## src/rtl/sram_bus_arbiter.sv

```systemverilog
// sram_bus_arbiter: shares one word-wide SRAM between the picorv32 native memory
// port (core) and a host loader/debug port. Round-robin between the two requesters;
// partial-strobe writes become read-modify-write so the SRAM only sees full words.
//
// state    | meaning
// IDLE     | sample requesters, grant, latch request
// RD       | SRAM read strobe for a plain read
// RD_WAIT  | SRAM data valid, capture into owner's rdata register
// RMW_RD   | SRAM read strobe for a partial write
// RMW_WAIT | SRAM data valid, merge strobed bytes over it
// WR       | SRAM full-word write strobe
// RESP     | one-cycle ready/ack to the owner
module sram_bus_arbiter #(
  parameter int DEPTH         = 1024,
  parameter bit RST_PRIO_CORE = 1'b1,
  localparam int AW           = $clog2(DEPTH)
) (
  input  logic          clk,
  input  logic          rst,
  input  logic          core_en,
  input  logic          c_valid,
  output logic          c_ready,
  input  logic [31:0]   c_addr,
  input  logic [31:0]   c_wdata,
  input  logic [3:0]    c_wstrb,
  output logic [31:0]   c_rdata,
  input  logic          h_req,
  input  logic [AW-1:0] h_addr,
  input  logic [31:0]   h_wdata,
  input  logic [3:0]    h_wstrb,
  output logic          h_ack,
  output logic [31:0]   h_rdata,
  output logic          err_oor,
  output logic          sram_rd_en,
  output logic          sram_wr_en,
  output logic [AW-1:0] sram_addr,
  output logic [31:0]   sram_wdata,
  output logic [31:0]   sram_mask,
  input  logic [31:0]   sram_rdata
);

  localparam logic [2:0] S_IDLE     = 3'd0;
  localparam logic [2:0] S_RD       = 3'd1;
  localparam logic [2:0] S_RD_WAIT  = 3'd2;
  localparam logic [2:0] S_RMW_RD   = 3'd3;
  localparam logic [2:0] S_RMW_WAIT = 3'd4;
  localparam logic [2:0] S_WR       = 3'd5;
  localparam logic [2:0] S_RESP     = 3'd6;

  logic [2:0]    state_q, state_d;
  logic          own_core_q, own_core_d;
  logic          last_host_q, last_host_d;
  logic [AW-1:0] addr_q, addr_d;
  logic [31:0]   wdata_q, wdata_d;
  logic [3:0]    wstrb_q, wstrb_d;
  logic [31:0]   c_rdata_q, c_rdata_d;
  logic [31:0]   h_rdata_q, h_rdata_d;
  logic          err_q, err_d;

  logic core_elig;
  logic grant_core;
  logic c_oor;
  logic unused_addr_bits;

  assign core_elig  = c_valid & core_en;
  // Core wins when it is the only requester, or when both request and host went last.
  assign grant_core = core_elig & (~h_req | last_host_q);
  assign c_oor      = (c_addr >> (AW + 2)) != 32'd0;
  assign unused_addr_bits = ^c_addr[1:0];

  // Next-state, request latching, read capture and byte merge.
  always_comb begin
    state_d     = state_q;
    own_core_d  = own_core_q;
    last_host_d = last_host_q;
    addr_d      = addr_q;
    wdata_d     = wdata_q;
    wstrb_d     = wstrb_q;
    c_rdata_d   = c_rdata_q;
    h_rdata_d   = h_rdata_q;
    err_d       = err_q;
    case (state_q)
      S_IDLE: begin
        if (core_elig || h_req) begin
          own_core_d  = grant_core;
          last_host_d = ~grant_core;
          if (grant_core) begin
            addr_d  = c_addr[AW+1:2];
            wdata_d = c_wdata;
            wstrb_d = c_wstrb;
          end else begin
            addr_d  = h_addr;
            wdata_d = h_wdata;
            wstrb_d = h_wstrb;
          end
          if (grant_core && c_oor) begin
            // Out-of-range core access never reaches the SRAM; reads return zero.
            err_d   = 1'b1;
            state_d = S_RESP;
            if (c_wstrb == 4'h0) c_rdata_d = 32'd0;
          end else if (wstrb_d == 4'h0) begin
            state_d = S_RD;
          end else if (wstrb_d == 4'hF) begin
            state_d = S_WR;
          end else begin
            state_d = S_RMW_RD;
          end
        end
      end
      S_RD:     state_d = S_RD_WAIT;
      S_RD_WAIT: begin
        if (own_core_q) c_rdata_d = sram_rdata;
        else            h_rdata_d = sram_rdata;
        state_d = S_RESP;
      end
      S_RMW_RD: state_d = S_RMW_WAIT;
      S_RMW_WAIT: begin
        // Merge result replaces the latched word so WR always drives wdata_q.
        for (int i = 0; i < 4; i++) begin
          wdata_d[8*i +: 8] = wstrb_q[i] ? wdata_q[8*i +: 8] : sram_rdata[8*i +: 8];
        end
        state_d = S_WR;
      end
      S_WR:     state_d = S_RESP;
      S_RESP:   state_d = S_IDLE;
      default:  state_d = S_IDLE;
    endcase
  end

  // State and datapath registers; reset aborts any transaction in flight.
  always_ff @(posedge clk or posedge rst) begin
    if (rst) begin
      state_q     <= S_IDLE;
      own_core_q  <= 1'b0;
      last_host_q <= RST_PRIO_CORE;
      addr_q      <= '0;
      wdata_q     <= 32'd0;
      wstrb_q     <= 4'h0;
      c_rdata_q   <= 32'd0;
      h_rdata_q   <= 32'd0;
      err_q       <= 1'b0;
    end else begin
      state_q     <= state_d;
      own_core_q  <= own_core_d;
      last_host_q <= last_host_d;
      addr_q      <= addr_d;
      wdata_q     <= wdata_d;
      wstrb_q     <= wstrb_d;
      c_rdata_q   <= c_rdata_d;
      h_rdata_q   <= h_rdata_d;
      err_q       <= err_d;
    end
  end

  assign sram_rd_en = (state_q == S_RD) || (state_q == S_RMW_RD);
  assign sram_wr_en = (state_q == S_WR);
  assign sram_addr  = addr_q;
  assign sram_wdata = wdata_q;
  assign sram_mask  = 32'hFFFF_FFFF;
  assign c_ready    = (state_q == S_RESP) &&  own_core_q;
  assign h_ack      = (state_q == S_RESP) && !own_core_q;
  assign c_rdata    = c_rdata_q;
  assign h_rdata    = h_rdata_q;
  assign err_oor    = err_q;

endmodule

```

## config.mk

```make
export PLATFORM = sky130hd
export DESIGN_NAME = sram_bus_arbiter
export DESIGN_NICKNAME = d
export VERILOG_FILES = /design/src/rtl/sram_bus_arbiter.sv
export SDC_FILE = /design/constraint.sdc
export NUM_CORES = 1
export LEC_CHECK = 0
export ABC_AREA = 1
export CORE_UTILIZATION = 37
export CTS_BUF_LIST = sky130_fd_sc_hd__clkbuf_16
export CTS_CLUSTER_SIZE = 30
export DETAILED_ROUTE_END_ITERATION = 6
export PLACE_DENSITY = 0.83
export SLEW_MARGIN = 40
export SYNTH_ARGS = -nofsm -noshare
export SYNTH_HDL_FRONTEND = slang
export SYNTH_SLANG_ARGS = --single-unit
```

## constraint.sdc

```tcl
create_clock -name clk -period 3.6 [get_ports clk]
set_clock_uncertainty 0.05 [all_clocks]
set_input_delay 0.72 -clock clk [delete_from_list [all_inputs] [get_ports clk]]
set_output_delay 0.72 -clock clk [all_outputs]
set_load 0.005 [all_outputs]
```

==> key figures, run 1 <==
Status
  – Status: completed

Worst setup path
  – Critical path's slowest cell: clkdlybuf4s50_1
  – Critical path capture point: c_ready
  – Worst-case reg-to-reg path depth: 8
  – CP Max Fanout: 7
  – Crit path from: state_q[1]
  – Reg2reg end: c_rdata[10]
  – Critical path data required time: approximately 2.8 ns
  – Critical path's top delay family: buffers and inverters
  – CP Depth: 3
  – Crit Path Category: reg2out
  – Worst path arrival time: 1.87 ns
  – Startpoint types: flop
  – Critical path buffer and inverter count: 2
  – Delay of the slowest cell on the worst path: ~0.58 ns
  – R2R setup slack: ~1.2 ns
  – R2r startpoint: state_q[0]
  – Crit end category: primary output
  – Crit path cell chain: inv_1 > nor4_1 > clkdlybuf4s50_1

Clocking
  – Num CTS Buffers: 17
  – Worst-path clk slew: ~0.050 ns
  – Hold-fix buffers, CTS: 0
  – CTS tree: built
  – Worst skew pair latency: a little over 0.4 ns
  – Root buffer cell: clkbuf_16
  – Clock sinks: between 100 and 150
  – Post-CTS Setup Repair Bufs: 0
  – Max clock buf depth: 2
  – CTS resizes: 0
  – CTS HTree Levels: 4

Global route
  – Total track usage: 0.240
  – GRT overflow: 0
  – First-pass GRT wire length: 29.6 mm
  – Initial antenna violation count: 1
  – Largest net degree at the start of global routing: roughly 120
  – Vias in the first global route: roughly 5700

Cells and area
  – Antenna fix cells: 0
  – Final instance area: between 8000 and 9000 um^2
  – Share of cells above drive strength 1: 0.0674
  – Most frequent cells in the layout: 291 x nand2_1, 259 x clkdlybuf4s50_1, 115 x dfrtp_1
  – Synthesis-to-finish area growth: 55.3%
  – FILL cells: approximately 1300
  – Commonest non-fill, non-tap cell in the layout: nand2_1
  – Nets: between 1000 and 1500

Pwr
  – VDD IR max: 451 uV
  – Leakage power: roughly 4.1 nW
  – Internal Power: ~4.7 mW
  – Switching share of power: 0.371
  – Psw: 2.80 mW
  – Gate power share: 0.467
  – Power per cell area: 840 nW/um^2
  – Clock network power share: 0.223
  – Proportion of power drawn by flip-flops and latches: 0.310

Drt
  – DRC: 0
  – Post-route antenna net violation count: 0
  – Total Wirelength: between 15 and 20 mm
  – Via density: 4.90
  – WL/cell: between 15 and 20 um
  – First-pass DRT Iterations: 4
  – Vias: ~5800
  – Initial DRC Count: approximately 320

Placement
  – Routability congestion estimate: about 0.8
  – DP Area: ~8400 um^2
  – Worst slack at placement: 0.684 ns
  – Port Buffers: about 260
  – Post-DP HPWL: 12.9 mm

Logic synthesis
  – Synth Area per Inst: 7.87 um^2
  – Synth Register Bits: 116
  – Synth cell types: 30
  – Yosys warning count: 0
  – Seq/Total Area, Yosys: 0.502
  – Post-synthesis cell count: 735
  – Mapped Area: approximately 5800 um^2

STA
  – Max Clk Rate: ~0.38 GHz
  – Slew headroom: 0.525
  – Final WS setup: 0.957 ns
  – Min Tclk post-route: 2.64 ns
  – Setup_tns: 0 ns
  – Max-slew violations: 0
  – Endpoints failing hold: 0
  – RSZ-0062 raised after global routing: no
  – Fin crit share: 0.734
  – Slew @ Worst Pin: 0.711 ns
  – Final-report setup violation count: 0

Floorplan
  – Die W: about 130 um
  – Die ar.: between 15000 and 20000 um^2
  – Floorplan core area: 15200 um^2
  – Vert. Die Dim: about 130 um
  – I/O pin total: 294
  – Row count: 45
  – Initial Util: 0.380

Run
  – Max_cap viols: 0

Worst hold path
  – Tightest Hold Check Type: reg2reg
layer usage:
metal  track usage  vias to the layer above  part of all wire
met1         0.283                     2714              0.41
met5             0                        -                 0
li1              -                     2832                 -
met3        0.0683                       22             0.069
met2         0.420                      220              0.51
met4        0.0770                        0             0.013
cell type report:
class	count	area, um^2	area share
sequential	116	2900	0.323
tap	188	235	0.0262
timing repair buffer	269	2690	0.300
inverter	23	90.1	0.0100
clock buffer	17	425	0.0474
clock inverter	15	165	0.0184
multi-input combinational	554	2470	0.275
registers in the layout, indices dropped and copies added, names as in the netlist:
register,flops
sram_wdata,32
h_rdata,32
sram_addr,10
state_q,3
wstrb_q,4
c_rdata,32
err_oor,1
own_core_q,1
last_host_q,1
kinds of logic (layout without fill, tap and decap cells):
family          Yosys count  count (layout)  share of synthesized area
compound gates          103             103                      0.103
buf+inv                  96             324                     0.0926
other cells               1              32                   0.000648
simple gates            419             419                      0.302
flops                   116             116                      0.502
synthesized netlist by cell type, drive strengths merged:
cell type | instances | area, um^2
clkbuf | 12 | 45.0
conb | 1 | 3.75
buf | 61 | 404
dfstp | 1 | 26.3
o21ai | 80 | 423
nor3 | 1 | 5.00
and2 | 1 | 6.26
nor4 | 2 | 12.5
nand3b | 1 | 7.51
o21bai | 2 | 15.0
nand2 | 296 | 1130
a21oi | 7 | 50.1
inv | 23 | 86.3
dfrtp | 115 | 2880
o211ai | 14 | 105
nand3 | 96 | 480
nor2 | 22 | 103
worst min-delay path, cell delays in order (launching register included):
cell	delay [ns]
dfrtp_1	0.34
nand2_1	0.05
nand2_1	0.05
power groups by stage:
| stage | clock network, mW | registers, mW | logic (mW) |
|---|---|---|---|
| 4_1_cts | 1.72 | 2.34 | 3.56 |
| 5_1_grt | 1.78 | 2.41 | 3.88 |
| 3_5_place_dp | 0 | 2.34 | 3.53 |
| 2_1_floorplan | 0 | 2.36 | 1.66 |
| 6_report | 1.68 | 2.34 | 3.52 |
| 3_3_place_gp | 0 | 2.32 | 3.46 |
metrics by stage:
| step | util | power, mW | hold WS, ns | std cells |
|---|---|---|---|---|
| 6_report | 0.591 | 7.54 | 0.418 | 1182 |
| 5_1_grt | 0.591 | 8.08 | 0.438 | 1182 |
| 4_1_cts | 0.591 | 7.61 | 0.421 | 1182 |
| 3_5_place_dp | 0.552 | 5.87 | 0.407 | 1150 |
| 3_3_place_gp | 0.552 | 5.78 | 0.402 | 1150 |
| 2_1_floorplan | - | 4.02 | 0.415 | 766 |
how the worst min path moves through the flow:
| stage | startpoint | end | slack [ns] | cells past startpoint |
|---|---|---|---|---|
| 6_report | h_rdata[31] | h_rdata[31] | 0.42 | 2 |
| 5_1_grt | h_rdata[15] | h_rdata[15] | 0.44 | 2 |
| 4_1_cts | h_rdata[8] | h_rdata[8] | 0.42 | 2 |
| 3_5_place_dp | h_rdata[7] | h_rdata[7] | 0.41 | 2 |
| 3_3_place_gp | h_rdata[16] | h_rdata[16] | 0.40 | 2 |
| 2_1_floorplan | h_rdata[0] | h_rdata[0] | 0.42 | 2 |
No activity file was read; power rests on OpenSTA's default activity.
==> inputs of run 2 (changes only) <==
==> constraint.sdc (replaced) <==
create_clock -name clk -period 2.2 [get_ports clk]
set_clock_uncertainty 0.05 [all_clocks]
set_input_delay 0.44 -clock clk [delete_from_list [all_inputs] [get_ports clk]]
set_output_delay 0.44 -clock clk [all_outputs]
set_load 0.005 [all_outputs]
==> key figures, run 2 (synthesis results as in run 1) <==
Worst setup path
  – Critical path's top delay family: buffers and inverters (unchanged)
  – Delay of the slowest cell on the worst path: 0.53 ns (was 0.58 ns)
  – Critical path data required time: 1.71 ns (was 2.83 ns)
  – Crit Path Category: reg2out (unchanged)
  – Startpoint types: flop (unchanged)
  – Critical path buffer and inverter count: 2 (unchanged)
  – CP Max Fanout: 5 (was 7)
  – Worst-case reg-to-reg path depth: 8 (unchanged)
  – Crit path cell chain: inv_1 > nor2_1 > clkdlybuf4s50_1 (was inv_1 > nor4_1 > clkdlybuf4s50_1)
  – Worst path arrival time: 1.57 ns (was 1.87 ns)
  – CP Depth: 3 (unchanged)
  – Critical path's slowest cell: clkdlybuf4s50_1 (unchanged)
  – Crit end category: primary output (unchanged)

Global route
  – Grt met2 use: 0.432 (was 0.420)
  – First-pass GRT wire length: 30.3 mm (was 29.6 mm)
  – Total track usage: 0.245 (was 0.240)
  – GR Layer Usage met3: 0.0637 (was 0.0683)
  – Initial antenna violation count: 0 (was 1)
  – Largest net degree at the start of global routing: 64 (was 117)
  – Busiest grt layer: met2 (unchanged)
  – GRT overflow: 0 (unchanged)
  – Grt met1 use: 0.280 (was 0.283)
  – Vias in the first global route: 5927 (was 5661)

Floorplan
  – Initial Util: 0.380 (unchanged)
  – I/O pin total: 294 (unchanged)
  – Vert. Die Dim: 127 um (unchanged)
  – Floorplan core area: 15200 um^2 (unchanged)
  – Row count: 45 (unchanged)
  – Die W: 127 um (unchanged)
  – Die ar.: 16100 um^2 (unchanged)

Cells and area
  – Antenna fix cells: 0 (unchanged)
  – Final cell count without fillers: 1196 (was 1182)
  – Nets: 1146 (was 1132)
  – Share of cells above drive strength 1: 0.0843 (was 0.0674)
  – Synthesis-to-finish area growth: 58.0% (was 55.3%)
  – Most frequent cells in the layout: 291 x nand2_1, 256 x clkdlybuf4s50_1, 112 x dfrtp_1 (was 291 x nand2_1, 259 x clkdlybuf4s50_1, 115 x dfrtp_1)
  – Multi-input gate area: 2470 um^2 (about the same)
  – FILL cells: 1359 (was 1313)
  – Commonest non-fill, non-tap cell in the layout: nand2_1 (unchanged)
  – Reg area: 2910 um^2 (was 2900 um^2)

STA
  – RSZ-0062 raised after global routing: no (unchanged)
  – Setup_tns: 0 ns (unchanged)
  – Fin crit share: 0.938
  – Max Clk Rate: 0.484 GHz
  – Min Tclk post-route: ~2.1 ns
  – Endpoints failing hold: 0 (unchanged)
  – Max-slew violations: 0 (unchanged)
  – Final-report setup violation count: 0 (unchanged)

Worst hold path
  – Hold depth: 2 (unchanged)
  – Tightest Hold Check Type: reg2reg (unchanged)

Drt
  – WL/cell: 15.8 um (about the same)
  – DRC: 0 (unchanged)
  – Initial DRC Count: 318 (unchanged)
  – Vias: 5830 (was 5788)
  – Post-route antenna net violation count: 0 (unchanged)
  – First-pass DRT Iterations: 5 (was 4)
  – Via density: 4.87 (was 4.90)
  – Total Wirelength: 18.9 mm (was 18.7 mm)

Clocking
  – Root buffer cell: clkbuf_16 (unchanged)
  – Worst skew pair latency: 0.41 ns (about the same)
  – Num CTS Buffers: 17 (unchanged)
  – Clock sinks: 116 (unchanged)
  – Max clock buf depth: 2 (unchanged)
  – Worst-path clk slew: 0.05 ns (about the same)
  – Hold-fix buffers, CTS: 0 (unchanged)
  – CTS tree: built (unchanged)
  – CTS HTree Levels: 4 (unchanged)

Status
  – Status: completed (unchanged)

Placement
  – Post-DP HPWL: 13.7 mm (was 12.9 mm)
  – Port Buffers: 259 (unchanged)
  – Routability congestion estimate: 0.796 (was 0.782)
  – Placed cell count: 1163 (was 1150)

Pwr
  – Power per cell area: 1370 nW/um^2 (was 840 nW/um^2)
  – Leakage power: 4.17 nW (was 4.09 nW)
  – VDD IR max: 558 uV (was 451 uV)

Run
  – Max_cap viols: 0 (unchanged)
[run 2: changes by cell type in the layout (fill, tap and decap cells not counted), sizes merged]
cell           previous run  this run
clkinvlp                  2         6
dlygate4sd2               0         3
clkdlybuf4s50           259       256
clkinv                    9         5
buf                      10        24
[run 2: final timing paths]
kind	startpoint	to	slack, ns
min reg2reg	h_rdata[13]	h_rdata[13]	0.42
max in group asynchronous	rst	sram_wdata[8]	1.34
max reg2reg	state_q[1]	sram_wdata[28]	0.32
min in group asynchronous	rst	c_rdata[26]	0.44
min	h_rdata[13]	h_rdata[13]	0.42
max	state_q[0]	sram_rd_en	0.14
[run 2: layout make-up]
cell class                 instances  area share
inverter                          23     0.00985
multi-input combinational        554       0.271
tap                              188      0.0257
sequential                       116       0.318
clock buffer                      17      0.0465
clock inverter                    15      0.0179
timing repair buffer             283       0.311
[run 2: report_power, final]
| group | internal [mW] | switching, mW |
|---|---|---|
| Combinational | 2.96 | 2.99 |
| Sequential | 3.21 | 0.618 |
| Clock | 1.76 | 0.986 |
| Total | 7.94 | 4.60 |
[run 2: layer usage]
metal | wire [um] | vias up
li1 | - | 2851
met3 | 1300 | 30
met1 | 7620 | 2715
met4 | 446 | 0
met2 | 9550 | 234
met5 | 0 | -
[run 2: worst reg2reg max path: cells and delay by family, from the launching register on]
family | cells | cell delay, ns
buf+inv | 3 | 0.58
flops | 1 | 0.41
simple gates | 4 | 0.46
compound gates | 1 | 0.25
[run 2: per-stage QoR]
step	power, mW	hold WS, ns	utilization	cell area, um^2	setup WS [ns]
after floorplan	6.58	0.415	-	5900	0.297
after global placement	9.61	0.404	0.562	8540	0.0417
after detailed placement	9.79	0.408	0.562	8540	-0.0213
after CTS	12.6	0.421	0.601	9140	0.119
after global routing	13.4	0.445	0.601	9140	0.0711
final	12.5	0.417	0.601	9140	0.136
[run 2: timing repair]
item / in CTS / in global routing
endpoints found under the setup margin: 3 / 0
endpoints found under the hold margin: 0 / 0
resized for setup: 7 / 0
setup buffers: 1 / 0
==> inputs of run 3 (changes only) <==
--- a/config.mk
+++ b/config.mk
@@ -7,7 +7,7 @@
 export LEC_CHECK = 0
 export ABC_AREA = 1
 export CORE_UTILIZATION = 37
-export CTS_BUF_LIST = sky130_fd_sc_hd__clkbuf_16
+export CTS_BUF_LIST = sky130_fd_sc_hd__clkbuf_8
 export CTS_CLUSTER_SIZE = 30
 export DETAILED_ROUTE_END_ITERATION = 6
 export PLACE_DENSITY = 0.83
==> key figures, run 3 (synthesis results as in run 1) <==
STA
  – Min Tclk post-route: 2.10 ns (was 2.06 ns)
  – Final WS setup: 0.100 ns (was 0.136 ns)
  – Endpoints failing hold: 0 (unchanged)
  – RSZ-0062 raised after global routing: no (unchanged)
  – Max-slew violations: 0 (unchanged)
  – Final-report setup violation count: 0 (unchanged)
  – Setup_tns: 0 ns (unchanged)
  – Max Clk Rate: 0.476 GHz (was 0.484 GHz)
  – Fin crit share: 0.954 (was 0.938)

Worst setup path
  – Startpoint types: flop (unchanged)
  – Crit Path Category: reg2out (unchanged)
  – CP Max Fanout: 5 (unchanged)
  – Critical path data required time: 1.71 ns (about the same)
  – Delay of the slowest cell on the worst path: 0.53 ns (about the same)
  – Crit end category: primary output (unchanged)
  – Critical path's top delay family: buffers and inverters (unchanged)
  – Crit path cell chain: inv_1 > nor2_1 > clkdlybuf4s50_1 (unchanged)
  – Worst path arrival time: 1.61 ns (was 1.57 ns)
  – Critical path buffer and inverter count: 2 (unchanged)
  – Critical path's slowest cell: clkdlybuf4s50_1 (unchanged)

Drt
  – Via density: 4.83 (was 4.87)
  – Vias: 5781 (was 5830)
  – Post-route antenna net violation count: 0 (unchanged)
  – Initial DRC Count: 243 (was 318)
  – DRC: 0 (unchanged)
  – Total Wirelength: 18.6 mm (was 18.9 mm)
  – WL/cell: 15.6 um (was 15.8 um)
  – First-pass DRT Iterations: 4 (was 5)

Clocking
  – CTS tree: built (unchanged)
  – Root buffer cell: clkbuf_8 (was clkbuf_16)
  – CTS HTree Levels: 4 (unchanged)
  – Max clock buf depth: 2 (unchanged)
  – Clock sinks: 116 (unchanged)
  – Num CTS Buffers: 17 (unchanged)
  – Worst-path clk slew: 0.07 ns (was 0.05 ns)
  – Worst skew pair latency: 0.43 ns (was 0.41 ns)

Cells and area
  – Antenna fix cells: 0 (unchanged)
  – Nets: 1146 (unchanged)
  – Share of cells above drive strength 1: 0.0853 (was 0.0843)
  – Synthesis-to-finish area growth: 54.9% (was 58.0%)
  – Most frequent cells in the layout: 291 x nand2_1, 256 x clkdlybuf4s50_1, 112 x dfrtp_1 (unchanged)
  – FILL cells: 1373 (was 1359)
  – Commonest non-fill, non-tap cell in the layout: nand2_1 (unchanged)
  – Final instance area: 8960 um^2 (was 9140 um^2)
  – Layout Utilization: 0.589 (was 0.601)

Global route
  – Initial antenna violation count: 0 (unchanged)
  – First-pass GRT wire length: 29.8 mm (was 30.3 mm)
  – GRT overflow: 0 (unchanged)
  – Largest net degree at the start of global routing: 64 (unchanged)
  – Total track usage: 0.239 (was 0.245)
  – Vias in the first global route: 5838 (was 5927)

Worst hold path
  – Tightest Hold Check Type: in2async (was reg2reg)

Run
  – Max_cap viols: 0 (unchanged)

Floorplan
  – Die ar.: 16100 um^2 (unchanged)
  – I/O pin total: 294 (unchanged)
  – Floorplan core area: 15200 um^2 (unchanged)
  – Row count: 45 (unchanged)
  – Initial Util: 0.380 (unchanged)
  – Vert. Die Dim: 127 um (unchanged)
  – Die W: 127 um (unchanged)

Placement
  – Post-DP HPWL: 13.7 mm (unchanged)
  – Port Buffers: 259 (unchanged)
  – Worst slack at placement: -0.0213 ns (unchanged)
  – Routability congestion estimate: 0.796 (unchanged)
  – DP Area: 8540 um^2 (unchanged)

Pwr
  – VDD IR max: 582 uV (was 558 uV)
  – Leakage power: 4.08 nW (was 4.17 nW)
  – Power per cell area: 1320 nW/um^2 (was 1370 nW/um^2)

Status
  – Status: completed (unchanged)
==> run 3: cell types whose count changed in the layout (fill, tap and decap cells not counted) <==
cell       previous run  this run
clkbuf_16            17         0
clkbuf_8              0        18
clkinv_1              1         0
==> run 3: what timing repair did <==
action | CTS | global route
hold endpoints to repair | 0 | 0
resized for setup | 7 | 0
hold buffers | 0 | 0
endpoints found under the setup margin | 3 | 0
setup buffers | 1 | 0
==> run 3: area by class of cell <==
| type | count | area [um^2] | area share |
|---|---|---|---|
| multi-input cells | 554 | 2470 | 0.276 |
| clock buffers | 18 | 248 | 0.0276 |
| well taps | 188 | 235 | 0.0263 |
| flip-flops and latches | 116 | 2910 | 0.325 |
| inverters | 23 | 90.1 | 0.0101 |
| repair buffers | 283 | 2840 | 0.317 |
| clock inverters | 14 | 160 | 0.0179 |
==> run 3: final timing paths <==
| check | from | end | slack (ns) | cells after the start |
|---|---|---|---|---|
| min | rst | c_rdata[18] | 0.41 | 3 |
| max reg2reg | state_q[1] | sram_wdata[28] | 0.30 | 8 |
| max | state_q[0] | sram_rd_en | 0.10 | 3 |
| max in group asynchronous | rst | h_rdata[4] | 1.37 | 3 |
| min reg2reg | h_rdata[12] | h_rdata[12] | 0.42 | 2 |
| min in group clk | h_rdata[12] | h_rdata[12] | 0.42 | 2 |
==> run 3: worst reg2reg max path, stage by stage, from the launching register on <==
cell     delay, ns
dfrtp_2       0.41
buf_4         0.17
nor2_2        0.16
nand2_2       0.17
buf_4         0.25
o21ai_4       0.26
inv_2         0.17
nand2_1       0.09
nand2_1       0.06
==> run 3: metal layers <==
| layer | global-route usage | part of all wire | wire [um] | vias to the layer above |
|---|---|---|---|---|
| met5 | 0 | 0 | 0 | - |
| met4 | 0.0917 | 0.022 | 405 | 0 |
| met3 | 0.0620 | 0.064 | 1200 | 33 |
| met2 | 0.427 | 0.51 | 9430 | 218 |
| met1 | 0.275 | 0.41 | 7570 | 2679 |
| li1 | - | - | - | 2851 |
==> run 3: through the flow <==
stage | power, mW | cells | hold WS, ns
after floorplan | 6.58 | 766 | 0.415
after global placement | 9.61 | 1163 | 0.404
after detailed placement | 9.79 | 1163 | 0.408
after CTS | 11.9 | 1196 | 0.407
after global routing | 12.7 | 1196 | 0.420
final | 11.8 | 1196 | 0.415
==> run 3: power by group <==
part	leakage [nW]	total (mW)	switching (mW)	internal, mW
Combinational	2.42	5.95	2.98	2.96
Sequential	1.46	3.82	0.616	3.21
Clock	0.198	2.03	0.890	1.14
Total	4.08	11.8	4.49	7.31
